==> config.mk <==
export PLATFORM = sky130hd
export DESIGN_NAME = dump_sequencer_flat
export DESIGN_NICKNAME = d
export VERILOG_FILES = /design/src/rtl/dump_sequencer_if.sv /design/src/rtl/dump_sequencer.sv /design/src/flat_wrapper.sv
export SDC_FILE = /design/constraint.sdc
export NUM_CORES = 1
export LEC_CHECK = 0
export CORE_MARGIN = 1.5
export CORE_UTILIZATION = 44
export CTS_CLUSTER_DIAMETER = 50
export DETAILED_ROUTE_END_ITERATION = 10
export PLACE_DENSITY = 0.87
export SLEW_MARGIN = 5
export SYNTH_ARGS = -nofsm -noshare
export SYNTH_HDL_FRONTEND = slang
export SYNTH_SLANG_ARGS = --single-unit
==> constraint.sdc <==
create_clock -name clock_i -period 2.2 [get_ports clock_i]
set_input_delay 0.44 -clock clock_i [delete_from_list [all_inputs] [get_ports clock_i]]
set_output_delay 0.44 -clock clock_i [all_outputs]
set_load 0.02 [all_outputs]
==> src/rtl/dump_sequencer_if.sv <==
// UART byte-launch channel between the dump sequencer and a byte transmitter.
// Handshake: tx_start_o pulses for one cycle only while tx_done_i is 1; tx_data_o stays stable until the next launch.
interface dump_sequencer_if #(
    parameter int N_BITS = 8
);
    logic              tx_start_o;
    logic [N_BITS-1:0] tx_data_o;
    logic              tx_done_i;

    modport master (
        output tx_start_o,
        output tx_data_o,
        input  tx_done_i
    );

    modport slave (
        input  tx_start_o,
        input  tx_data_o,
        output tx_done_i
    );
endinterface

==> src/rtl/dump_sequencer.sv <==
// Streams the register file, data memory, PC and cycle counter out over a UART,
// one byte in flight at a time, each word least-significant byte first.
module dump_sequencer #(
    parameter int NB_DATA       = 32,
    parameter int NB_REG        = 5,
    parameter int NB_ADDR       = 7,
    parameter int N_REGISTER    = 32,
    parameter int N_MEMORY_DATA = 127,
    parameter int N_BITS        = 8
) (
    input  logic               clock_i,
    input  logic               reset_i,
    input  logic               start_i,
    dump_sequencer_if.master   uart,
    output logic [NB_REG-1:0]  addr_reg_o,
    input  logic [NB_DATA-1:0] data_reg_i,
    output logic [NB_ADDR-1:0] addr_mem_o,
    input  logic [NB_DATA-1:0] data_mem_i,
    input  logic [6:0]         pc_i,
    input  logic [NB_DATA-1:0] cycles_i,
    output logic               sel_debug_o,
    output logic               busy_o,
    output logic               done_o,
    output logic [2:0]         state_o
);

    typedef enum logic [2:0] {
        IDLE, FETCH, LATCH, LAUNCH, WAIT_BUSY, WAIT_IDLE, ADVANCE, DONE
    } state_t;

    typedef enum logic [1:0] {
        SEC_REG, SEC_MEM, SEC_PC, SEC_CYC
    } section_t;

    state_t             state_q, state_d;
    section_t           section_q, section_d;
    logic [1:0]         index_q, index_d;
    logic [NB_DATA-1:0] buffer_q, buffer_d;
    logic [NB_REG-1:0]  addr_reg_q, addr_reg_d;
    logic [NB_ADDR-1:0] addr_mem_q, addr_mem_d;
    logic [N_BITS-1:0]  tx_data_q, tx_data_d;
    logic [N_BITS-1:0]  cur_byte;
    logic               tx_start;
    logic               last_byte;

    always_ff @(posedge clock_i) begin
        if (reset_i) begin
            state_q    <= IDLE;
            section_q  <= SEC_REG;
            index_q    <= 2'd0;
            buffer_q   <= '0;
            addr_reg_q <= '0;
            addr_mem_q <= '0;
            tx_data_q  <= '0;
        end else begin
            state_q    <= state_d;
            section_q  <= section_d;
            index_q    <= index_d;
            buffer_q   <= buffer_d;
            addr_reg_q <= addr_reg_d;
            addr_mem_q <= addr_mem_d;
            tx_data_q  <= tx_data_d;
        end
    end

    always_comb begin
        cur_byte = buffer_q[0 +: N_BITS];
        case (index_q)
            2'd1:    cur_byte = buffer_q[N_BITS +: N_BITS];
            2'd2:    cur_byte = buffer_q[2*N_BITS +: N_BITS];
            2'd3:    cur_byte = buffer_q[3*N_BITS +: N_BITS];
            default: cur_byte = buffer_q[0 +: N_BITS];
        endcase
    end

    // The PC section carries a single byte; every other section carries a full word.
    assign last_byte = (section_q == SEC_PC) || (index_q == 2'd3);

    always_comb begin
        state_d    = state_q;
        section_d  = section_q;
        index_d    = index_q;
        buffer_d   = buffer_q;
        addr_reg_d = addr_reg_q;
        addr_mem_d = addr_mem_q;
        tx_data_d  = tx_data_q;
        tx_start   = 1'b0;

        case (state_q)
            IDLE: begin
                if (start_i) begin
                    state_d    = FETCH;
                    section_d  = SEC_REG;
                    index_d    = 2'd0;
                    addr_reg_d = '0;
                    addr_mem_d = '0;
                end
            end
            FETCH: state_d = LATCH;
            LATCH: begin
                case (section_q)
                    SEC_REG: buffer_d = data_reg_i;
                    SEC_MEM: buffer_d = data_mem_i;
                    SEC_PC:  buffer_d = NB_DATA'(pc_i);
                    default: buffer_d = cycles_i;
                endcase
                state_d = LAUNCH;
            end
            LAUNCH: begin
                if (uart.tx_done_i) begin
                    tx_start  = 1'b1;
                    tx_data_d = cur_byte;
                    state_d   = WAIT_BUSY;
                end
            end
            WAIT_BUSY: if (!uart.tx_done_i) state_d = WAIT_IDLE;
            WAIT_IDLE: if (uart.tx_done_i) state_d = ADVANCE;
            ADVANCE: begin
                if (!last_byte) begin
                    index_d = index_q + 2'd1;
                    state_d = LAUNCH;
                end else begin
                    index_d = 2'd0;
                    case (section_q)
                        SEC_REG: begin
                            state_d = FETCH;
                            if (addr_reg_q == NB_REG'(N_REGISTER - 1)) begin
                                addr_reg_d = '0;
                                section_d  = SEC_MEM;
                            end else begin
                                addr_reg_d = addr_reg_q + 1'b1;
                            end
                        end
                        SEC_MEM: begin
                            if (addr_mem_q == NB_ADDR'(N_MEMORY_DATA - 1)) begin
                                addr_mem_d = '0;
                                section_d  = SEC_PC;
                                state_d    = LATCH;
                            end else begin
                                addr_mem_d = addr_mem_q + 1'b1;
                                state_d    = FETCH;
                            end
                        end
                        SEC_PC: begin
                            section_d = SEC_CYC;
                            state_d   = LATCH;
                        end
                        default: state_d = DONE;
                    endcase
                end
            end
            DONE:    state_d = IDLE;
            default: state_d = IDLE;
        endcase
    end

    // The launched byte is shown combinationally in the launch cycle and held in tx_data_q afterwards.
    assign uart.tx_start_o = tx_start;
    assign uart.tx_data_o  = tx_start ? cur_byte : tx_data_q;
    assign addr_reg_o      = addr_reg_q;
    assign addr_mem_o      = addr_mem_q;
    assign busy_o          = (state_q != IDLE);
    assign sel_debug_o     = (state_q != IDLE);
    assign done_o          = (state_q == DONE);
    assign state_o         = 3'(state_q);

endmodule

==> src/flat_wrapper.sv <==
// flat-port wrapper written by rule: the top's interface ports become plain ports
module dump_sequencer_flat 
#(
    parameter int NB_DATA       = 32,
    parameter int NB_REG        = 5,
    parameter int NB_ADDR       = 7,
    parameter int N_REGISTER    = 32,
    parameter int N_MEMORY_DATA = 127,
    parameter int N_BITS        = 8
)
  (clock_i, reset_i, start_i, addr_reg_o, data_reg_i, addr_mem_o, data_mem_i, pc_i, cycles_i, sel_debug_o, busy_o, done_o, state_o, uart_tx_start_o, uart_tx_data_o, uart_tx_done_i);
  dump_sequencer_if #(.N_BITS(N_BITS)) uart_i ();
  input  logic clock_i;
  input  logic reset_i;
  input  logic start_i;
  output logic [NB_REG-1:0] addr_reg_o;
  input  logic [NB_DATA-1:0] data_reg_i;
  output logic [NB_ADDR-1:0] addr_mem_o;
  input  logic [NB_DATA-1:0] data_mem_i;
  input  logic [6:0] pc_i;
  input  logic [NB_DATA-1:0] cycles_i;
  output logic sel_debug_o;
  output logic busy_o;
  output logic done_o;
  output logic [2:0] state_o;
  output wire logic [$bits(uart_i.tx_start_o)-1:0] uart_tx_start_o;
  output wire logic [$bits(uart_i.tx_data_o)-1:0] uart_tx_data_o;
  input wire logic [$bits(uart_i.tx_done_i)-1:0] uart_tx_done_i;
  assign uart_tx_start_o = uart_i.tx_start_o;
  assign uart_tx_data_o = uart_i.tx_data_o;
  assign uart_i.tx_done_i = uart_tx_done_i;
  dump_sequencer #(.NB_DATA(NB_DATA), .NB_REG(NB_REG), .NB_ADDR(NB_ADDR), .N_REGISTER(N_REGISTER), .N_MEMORY_DATA(N_MEMORY_DATA), .N_BITS(N_BITS)) u_core (.clock_i(clock_i), .reset_i(reset_i), .start_i(start_i), .uart(uart_i), .addr_reg_o(addr_reg_o), .data_reg_i(data_reg_i), .addr_mem_o(addr_mem_o), .data_mem_i(data_mem_i), .pc_i(pc_i), .cycles_i(cycles_i), .sel_debug_o(sel_debug_o), .busy_o(busy_o), .done_o(done_o), .state_o(state_o));
endmodule
# After elaboration in Yosys (flattened, before gate mapping)
# Cells that the tools add are included.
[word_totals]
reg_bits = 59
in_bits = 107
out_inout_bits = 27
word_cells = 76
[classes]
addsub = 3
eq_ne = 24
n_mux = 31
n_reduce_logical = 11
[ops]
columns = ["op", "count"]
rows = [
  ["32-bit one-hot mux with 3 select lines", 1],
  ["7-bit two-way mux", 4],
  ["3-bit one-hot mux with 8 select lines", 1],
  ["8-bit one-hot mux with 3 select lines", 1],
  ["5-bit two-way mux", 4],
  ["3-bit two-way mux", 5],
  ["7-bit one-hot mux with 2 select lines", 1],
  ["3-bit == test (second input constant)", 4],
  ["2-bit two-way mux", 6],
  ["4-bit AND reduction", 3],
  ["2-bit != test (second input constant)", 5],
  ["5-bit one-hot mux with 2 select lines", 1],
  ["3-bit one-hot mux with 3 select lines", 1],
  ["8-bit two-way mux", 1],
  ["2-bit one-hot mux with 2 select lines", 2],
  ["7-bit by 1-bit adder with 7-bit output (second input constant)", 1],
  ["7-bit == test (second input constant)", 1],
  ["2-bit == test (second input constant)", 3],
  ["3-bit by 2-bit == test with 1-bit output (second input constant)", 2],
  ["3-bit by 2-bit != test with 1-bit output (second input constant)", 2],
  ["2-bit one-hot mux with 3 select lines", 1],
  ["6-bit AND reduction", 1],
  ["5-bit by 1-bit adder with 5-bit output (second input constant)", 1],
  ["5-bit == test (second input constant)", 1],
  ["12 further kinds", 16],
]

# Longest topological paths before layout
# Gate-level depths: netlist of the first run.
[depth]
word_depth = 5
ltp_mapped = 8
depth_no_buf = 7

# Worst setup path after synthesis of the first run
# No wires, ideal clock.
[synth_path]
kind = "reg2reg"
startpoint = "register u_core.addr_reg_q[0] (netlist: u_core.addr_reg_o[0])"
endpoint = "register u_core.section_q[1]"
setup_ns = 0.060
t_arrival_ns = 1.888
required_ns = 2.140
slack_ns = 0.252
stages_incl_launch_ff = 8
n_path_buf = 0
period_less_slack_ns = 1.948
path_cell_list = "dfxtp_1 -> ha_1 -> and3_1 -> ha_1 -> mux2i_1 -> or4_4 -> o32ai_1 -> nand2b_1"
[synth_between]
elab_chain_len = 3
[synth_rtl]
columns = ["element", "line", "source"]
rows = [
  ["from (decl)", "dump_sequencer.sv:39", "logic [NB_REG-1:0] addr_reg_q, addr_reg_d;"],
  ["from (signal assigned)", "dump_sequencer.sv:60", "addr_reg_q <= addr_reg_d;"],
  ["5-bit == test", "dump_sequencer.sv:127", "if (addr_reg_q == NB_REG'(N_REGISTER - 1)) begin"],
  ["3-bit by 2-bit != test with 1-bit output (no line)", "n/a", ""],
  ["6-bit AND reduction (no line)", "n/a", ""],
  ["to (signal assigned)", "dump_sequencer.sv:57", "section_q <= section_d;"],
  ["to (decl)", "dump_sequencer.sv:36", "section_t section_q, section_d;"],
]
# Every way passes these cells.
# A chain may end at the register's enable or synchronous reset.

# Worst setup path in the final report of the first run
[layout_path]
startpoint = "register u_core.index_q[1]"
endpoint = "output uart_tx_data_o[6]"
[layout_between]
elab_chain_len = 3
elab_cells_between_ends = 5
classes_between = "eq/ne (3); mux (2)"
[layout_rtl]
columns = ["element", "line", "source"]
rows = [
  ["from (decl)", "dump_sequencer.sv:37", "logic [1:0] index_q, index_d;"],
  ["from (signal assigned)", "dump_sequencer.sv:58", "index_q <= index_d;"],
  ["2-bit == test / 2-bit by 1-bit == test with 1-bit output (equally long branches)", "dump_sequencer.sv:68", "case (index_q)"],
  ["8-bit one-hot mux with 3 select lines (*)", "dump_sequencer.sv:68", ""],
  ["8-bit two-way mux (*)", "dump_sequencer.sv:159", "assign uart.tx_data_o = tx_start ? cur_byte : tx_data_q;"],
  ["to (decl)", "flat_wrapper.sv:27", "output wire logic [$bits(uart_i.tx_data_o)-1:0] uart_tx_data_o;"],
]
# Mark *: on every way between the ends. The rest lies on a longest branch, timed or not.

==> flow_metrics.py, run 1 <==
metrics = {
    "sta": {
        "rsz0062_at_grt": "true",
        "timing.fmax_mhz": 400,
        "fin_tns_setup_ps": -1340,
        "max_slew_margin_pct": 63.0,
        "post_route_clock_skew_ps": 7.88,
        "setup_viol": 9,
        "worst_pin_slew_ps": 555,
        "timing.final.max_slew_violations": 0,
        "layout_setup_ws_ps": -299,
        "layout_worst_path_cycle_share_pct": 114,
        "finalCriticalPeriod_ps": 2500,
        "finalHoldViolCount": 0,
    },
    "route": {
        "first_iter_violations": 368,
        "drt_pre_antenna_iters": 5,
        "routed_wl_um": 11300,
        "drt_drc_violations_left": 0,
        "routed_via_density": 5.60,
        "count_of_antenna_violating_nets_left_after_detailed_routing": 0,
        "routed-via-count": 4016,
        "wl_per_cell_um": 15.8,
    },
    "logic_synthesis": {
        "synth_most_common_cell": "nand2_1",
        "sequential_cell_area_fraction_in_the_yosys_report_pct": 34.0,
        "yosys.cell_types.count": 50,
        "number_of_instances_in_the_synthesized_netlist": 468,
        "synth_top_cell_by_area": "dfxtp_1",
        "synth-edff-count": 0,
        "warnings_synthesis": 0,
        "ys_async_sr_fraction_pct": 0,
        "ys_seq_elements": 59,
        "synth_area_sq_um": 3470,
        "synth_top_cell_area_share_pct": 34.0,
        "syn_avg_cell_area_sq_um": 7.42,
        "postSynthNetCount": 587,
        "synth_ff_type": "dfxtp_1",
        "synth_top_cells_by_count": "nand2_1 (120), dfxtp_1 (59), a21oi_1 (47), o21ai_0 (47)",
        "synthTopCellsByArea": "dfxtp_1 (34%), nand2_1 (13%), a21oi_1 (6.8%)",
    },
    "floorplanning": {
        "ios": 134,
        "fp.dieArea_sq_um": 8430,
        "placeableCoreArea_sq_um": 7690,
        "die_w_um": 91.8,
        "initial_utilization_pct": 45.1,
        "die_y_um": 91.8,
        "core.rowCount": 32,
    },
    "critical_path": {
        "critPathLaunchType": "flip-flop",
        "timing.critical_path.required_ps": 1760,
        "timing_worst_setup_path_type": "flip-flop to output pin",
        "worst_path_max_delay_cell": "a222oi_1",
        "path_cells": "buf_6 -> ha_4 -> a222oi_1 -> o21ai_1 -> mux2_4 -> buf_6",
        "critPathMaxStageDelay_ps": 450,
        "worstPathMaxFanout": 6,
        "critical_path.most_common_cell": "buf_6",
        "timing.critical_path.arrival_ps": 2060,
        "critical_path.endpoint_type": "output pin",
    },
    "placement": {
        "hpwl_um": 7750,
        "place.detailed.instances": 687,
        "port_buffers": 133,
        "place.gp.congestion": 0.866,
    },
    "power_and_ir_drop": {
        "pwr_density_cell_nw_per_um2": 514,
        "ir_worst_vdd_uv": 308,
        "cellLeakagePower_nw": 2.06,
    },
    "clocking": {
        "cts_tree": "built",
        "numClockSinks": 59,
        "cts-hold-fix-buffers": 0,
        "worst_skew_pair.late_latency_ps": 350,
        "cell_chosen_for_the_clock_root": "clkbuf_8",
        "cts-buffers-inserted": 9,
        "h_tree_depth": 3,
        "max-clock-path-buffers": 2,
        "cts.clk_slew.worst_paths_ps": 70,
    },
    "global_route": {
        "gr-total-overflow": 0,
        "global_route.usage.total_pct": 25.9,
        "grt_antenna_before_repair": 0,
        "grt_max_degree": 37,
        "grt_first_pass_wirelength_um": 17400,
        "grt_pass1_vias": 3768,
    },
    "status": {
        "status": "finished with violations",
        "violated_checks": "negative setup slack",
    },
    "finish": {
        "layout.nets": 729,
        "layout.cells.non_filler": 717,
        "layout-drive-gt1-share_pct": 14.5,
        "syn2layout_area_growth_pct": 54.8,
        "antenna-diode-count": 0,
        "fill_cells": 601,
    },
    "min_path": {
        "worstHoldPathType": "flip-flop to flip-flop",
    },
    "flow_run": {
        "cap_violations": 0,
    },
}
-- final timing paths --
kind,start,cells past startpoint,endpoint,slack [ps]
worst max-delay path,u_core.index_q[1],6,uart_tx_data_o[6],-300
worst min-delay path,u_core.buffer_q[13],2,u_core.buffer_q[13],460
worst max register to register,u_core.index_q[1],15,u_core.tx_data_q[0],-100
worst min register to register,u_core.buffer_q[13],2,u_core.buffer_q[13],460
-- flip-flops by register name (all words and copies together) (netlist names) --
signal,flops
u_core.tx_data_q,8
u_core.index_q,2
u_core.section_q,2
u_core.addr_mem_o,7
u_core.buffer_q,32
u_core.addr_reg_o,5
u_core.state_o,3
-- power by group --
part | internal [mW] | switching [mW] | leakage [nW] | total [mW]
registers | 1.11 | 0.0302 | 0.479 | 1.14
clock network | 0.667 | 0.455 | 0.108 | 1.12
logic | 0.276 | 0.224 | 1.48 | 0.500
total | 2.05 | 0.709 | 2.06 | 2.76
-- final cells by class --
class | count | area, sq um | share of cell area (%)
clock buffers | 10 | 138 | 2.56
clock inverters | 6 | 88.8 | 1.65
inverters | 10 | 46.3 | 0.861
multi-input cells | 357 | 2140 | 39.8
flip-flops and latches | 59 | 1190 | 22.1
well taps | 102 | 128 | 2.37
repair buffers | 173 | 1650 | 30.6
-- logic make-up after synthesis --
kind of cell	synth area share, %
and+or+nand+nor	23.6
AOI/OAI and AO/OA	30.0
DFF	34.0
buffers and inverters	6.49
adders and majority gates	4.33
muxes	1.59
-- metal layers --
layer	vias to the layer above	track usage (%)	share of wire, %
met1	1865	32.0	43
li1	1957	-	-
met5	-	0	0
met4	0	12.1	2.3
met2	175	43.4	48
met3	19	4.98	7.1
-- what timing repair did --
action / CTS / global route
setup endpoints to repair: 11 / 9
pin swaps: 9 / 19
buffers inserted: 10 / 5
gates resized for setup: 55 / 32
cloned: 0 / 0
-- through the flow --
stage / util (%) / hold WS, ps / worst slack [ps] / area [sq um] / power, mW
2_1_floorplan: - / 432 / 252 / 3470 / 1.38
3_3_place_gp: 64.2 / 443 / -261 / 4930 / 1.64
3_5_place_dp: 64.2 / 448 / -294 / 4930 / 1.66
4_1_cts: 68.6 / 456 / -172 / 5280 / 2.76
5_1_grt: 69.9 / 486 / -322 / 5370 / 2.85
6_report: 69.9 / 460 / -299 / 5370 / 2.76
-- cell usage in the layout (no fill, tap or decap), drive strengths merged, types with 9 or more instances in the layout --
master / n
dfxtp: 59
nand2: 122
clkdlybuf4s50: 120
a21oi: 47
o21ai: 47
buf: 49
nor2: 11
nand2b: 11
ha: 12
clkbuf: 10
a222oi: 15
inv: 9
a22oi: 25
-- critical path: cells and delay by family, from the launching register on --
| family | cells | cell delay [ps] |
|---|---|---|
| multiplexers | 1 | 300 |
| flip-flops | 1 | 380 |
| adder cells (fa/ha/maj) | 1 | 180 |
| buffers and inverters | 2 | 250 |
| AO/OA/AOI/OAI | 2 | 610 |
Power figures use the tool's default switching activity.
==> run 2: changes to the inputs <==
--- a/config.mk
+++ b/config.mk
@@ -5,7 +5,7 @@
 export SDC_FILE = /design/constraint.sdc
 export NUM_CORES = 1
 export LEC_CHECK = 0
-export CORE_MARGIN = 1.5
+export CORE_MARGIN = 4
 export CORE_UTILIZATION = 44
 export CTS_CLUSTER_DIAMETER = 50
 export DETAILED_ROUTE_END_ITERATION = 10
==> constraint.sdc (replaced) <==
create_clock -name clock_i -period 2.2 [get_ports clock_i]
set_input_delay 0.55 -clock clock_i [delete_from_list [all_inputs] [get_ports clock_i]]
set_output_delay 0.55 -clock clock_i [all_outputs]
set_load 0.02 [all_outputs]
==> run 2 against run 1 <==
  * The flow still finishes with violations (negative setup slack)
  * Flip-flop and latch count stayed put
  * Clock power is essentially flat
  * Sequential share of layout area decreased by 0.66 points
  * Core utilization up 2.1 points
  * Global-route usage shrank 2.5 points
  * Non-clock buffer count grew 16
  * Worst hold slack lost 4.8 ps
  * First-iteration DRC count down 4.9%
  * Total power increased by 0.24%
  * Final cell count rose by 2.2%
  * Setup slack improved by 76 ps
  * Critical path type unchanged
  * Highest routed layer unchanged
==> flow_metrics.py, run 2 (synthesis results as in run 1) <==
metrics = {
    "critical_path": {
        "crit_end": "uart_tx_data_o[0]",
        "crit-reg2reg-capture": "u_core.tx_data_q[1]",
        "path_cells": "inv_4 -> ha_4 -> buf_6 -> a222oi_1 -> o21ai_1 -> nand2b_1 -> nand2_1 -> buf_6",
        "worst_r2r_startpoint": "u_core.index_q[0]",
        "critical_path_buf_inv_count": 3,
        "critPathMaxStageDelay_ps": 400,
        "worstPathMaxFanout": 5,
        "critPathLaunchType": "flip-flop",
        "worstSetupPathDepth": 8,
        "r2r_cells": 15,
        "worst_case_register_to_register_setup_slack_ps": -40,
        "critical_path.endpoint_type": "output pin",
        "critPathLaunch": "u_core.index_q[1]",
        "critical_path.most_common_cell": "buf_6",
        "worst_path_max_delay_cell": "dfxtp_4",
        "timing_worst_setup_path_type": "flip-flop to output pin",
        "timing.critical_path.arrival_ps": 1870,
        "cpLargestDelayFamily": "compound AO/OA/AOI/OAI gates",
        "timing.critical_path.required_ps": 1650,
    },
    "sta": {
        "layout_worst_path_cycle_share_pct": 110,
        "final.hold.worst_slack_ps": 455,
        "post_route_clock_skew_ps": 9.10,
        "worst_pin_slew_ps": 468,
        "layout_setup_ws_ps": -223,
        "finalCriticalPeriod_ps": 2420,
        "finalHoldViolCount": 0,
        "rsz0062_at_grt": "true",
        "fin_tns_setup_ps": -1560,
        "max_slew_margin_pct": 68.8,
        "timing.final.max_slew_violations": 0,
        "setup_viol": 10,
        "timing.fmax_mhz": 413,
    },
    "placement": {
        "port_buffers": 133,
        "hpwl_um": 8090,
        "place.gp.congestion": 0.903,
    },
    "global_route": {
        "grt_max_degree": 51,
        "global_route.usage.total_pct": 23.4,
        "grt_antenna_before_repair": 0,
        "grt_pass1_vias": 3946,
        "grt_first_pass_wirelength_um": 18400,
        "gr-total-overflow": 0,
    },
    "power_and_ir_drop": {
        "pwr_density_cell_nw_per_um2": 500,
        "power_switching_mw": 0.670,
        "p_clk_share_pct": 40.3,
        "internal_pwr_total_mw": 2.10,
        "pwr-share-comb_pct": 18.6,
        "ir_worst_vdd_uv": 334,
        "p_seq_share_pct": 41.2,
        "power.switching_fraction_pct": 24.2,
        "cellLeakagePower_nw": 2.18,
    },
    "finish": {
        "antenna-diode-count": 0,
        "layout_common_cells": "nand2_1 (120), clkdlybuf4s50_1 (119), dfxtp_1 (57), a21oi_1 (46), buf_4 (44)",
        "syn2layout_area_growth_pct": 59.6,
        "most_flops_register": "u_core.buffer_q",
        "mostFrequentLayoutCell": "nand2_1",
        "layout-drive-gt1-share_pct": 16.5,
        "fin_util_pct": 72.1,
        "layout.nets": 745,
        "number_of_flip_flops_in_the_largest_register": 32,
    },
    "floorplanning": {
        "die_y_um": 96.8,
        "die_w_um": 96.8,
        "fp.dieArea_sq_um": 9370,
        "core.rowCount": 32,
        "initial_utilization_pct": 45.1,
        "ios": 134,
        "placeableCoreArea_sq_um": 7690,
    },
    "route": {
        "first_iter_violations": 350,
        "routed_via_density": 5.58,
        "drt_drc_violations_left": 0,
        "routed_wl_um": 11500,
        "count_of_antenna_violating_nets_left_after_detailed_routing": 0,
        "wl_per_cell_um": 15.7,
        "drt_pre_antenna_iters": 7,
        "routed-via-count": 4088,
    },
    "clocking": {
        "cts.clk_slew.worst_paths_ps": 70,
        "numClockSinks": 59,
        "max-clock-path-buffers": 2,
        "cts-hold-fix-buffers": 0,
        "worst_skew_pair.late_latency_ps": 330,
        "cell_chosen_for_the_clock_root": "clkbuf_8",
        "h_tree_depth": 3,
        "cts_tree": "built",
        "cts-buffers-inserted": 9,
    },
    "status": {
        "violated_checks": "negative setup slack",
        "status": "finished with violations",
    },
    "flow_run": {
        "cap_violations": 0,
    },
    "min_path": {
        "worstHoldPathType": "flip-flop to flip-flop",
    },
}
## run 2: power groups by stage
stage / clock, mW / sequential (mW) / combinational (mW)
3_3_place_gp: 0 / 1.16 / 0.491
4_1_cts: 1.13 / 1.14 / 0.505
3_5_place_dp: 0 / 1.16 / 0.499
5_1_grt: 1.17 / 1.14 / 0.557
6_report: 1.12 / 1.14 / 0.514
2_1_floorplan: 0 / 1.16 / 0.217
## run 2: final cells by class
class / instances / area (sq um)
inverters: 10 / 42.5
fillers: 538 / 2150
clock inverters: 4 / 72.6
repair buffers: 189 / 1810
clock buffers: 12 / 155
well taps: 102 / 128
flip-flops and latches: 59 / 1190
multi-input cells: 357 / 2140
## run 2: how the worst min path moves through the flow
| stage | from | end | depth (start not counted) |
|---|---|---|---|
| 3_5_place_dp | u_core.buffer_q[15] | u_core.buffer_q[15] | 2 |
| 4_1_cts | u_core.buffer_q[15] | u_core.buffer_q[15] | 2 |
| 2_1_floorplan | u_core.buffer_q[0] | u_core.buffer_q[0] | 2 |
| 5_1_grt | u_core.buffer_q[15] | u_core.buffer_q[15] | 2 |
| 6_report | u_core.buffer_q[15] | u_core.buffer_q[15] | 2 |
| 3_3_place_gp | u_core.buffer_q[3] | u_core.buffer_q[3] | 2 |
## run 2: through the flow
step	instance area [sq um]	power (mW)	setup WS, ps	cells
final	5540	2.77	-223	733
after global routing	5540	2.87	-312	733
after CTS	5430	2.77	-181	727
after detailed placement	4980	1.66	-524	691
after global placement	4980	1.65	-483	691
after floorplan	3470	1.38	151	468
## run 2: metal layers
layer  up-vias  GRT usage (%)  part of all wire [%]
li1       1987              -                     -
met1      1879           29.6                    42
met2       205           39.9                    48
met3        17           4.33                   8.5
met4         0           8.21                   1.5
met5         -              0                     0
## run 2: what timing repair did
action | in CTS | in global routing
endpoints found under the setup margin | 10 | 13
setup buffers | 20 | 6
pin swaps | 18 | 8
gates resized for setup | 79 | 18
## run 2: worst reg2reg max path: stages, from the launching register on
cell and delay (ps):
dfxtp_4 380, ha_4 190, buf_6 120, a222oi_1 390, o21ai_1 110, nand2b_1 120
buf_4 120, buf_6 80, buf_6 80, buf_6 80, buf_6 70, buf_4 90
buf_6 80, buf_6 80, buf_6 80, a21oi_2 40
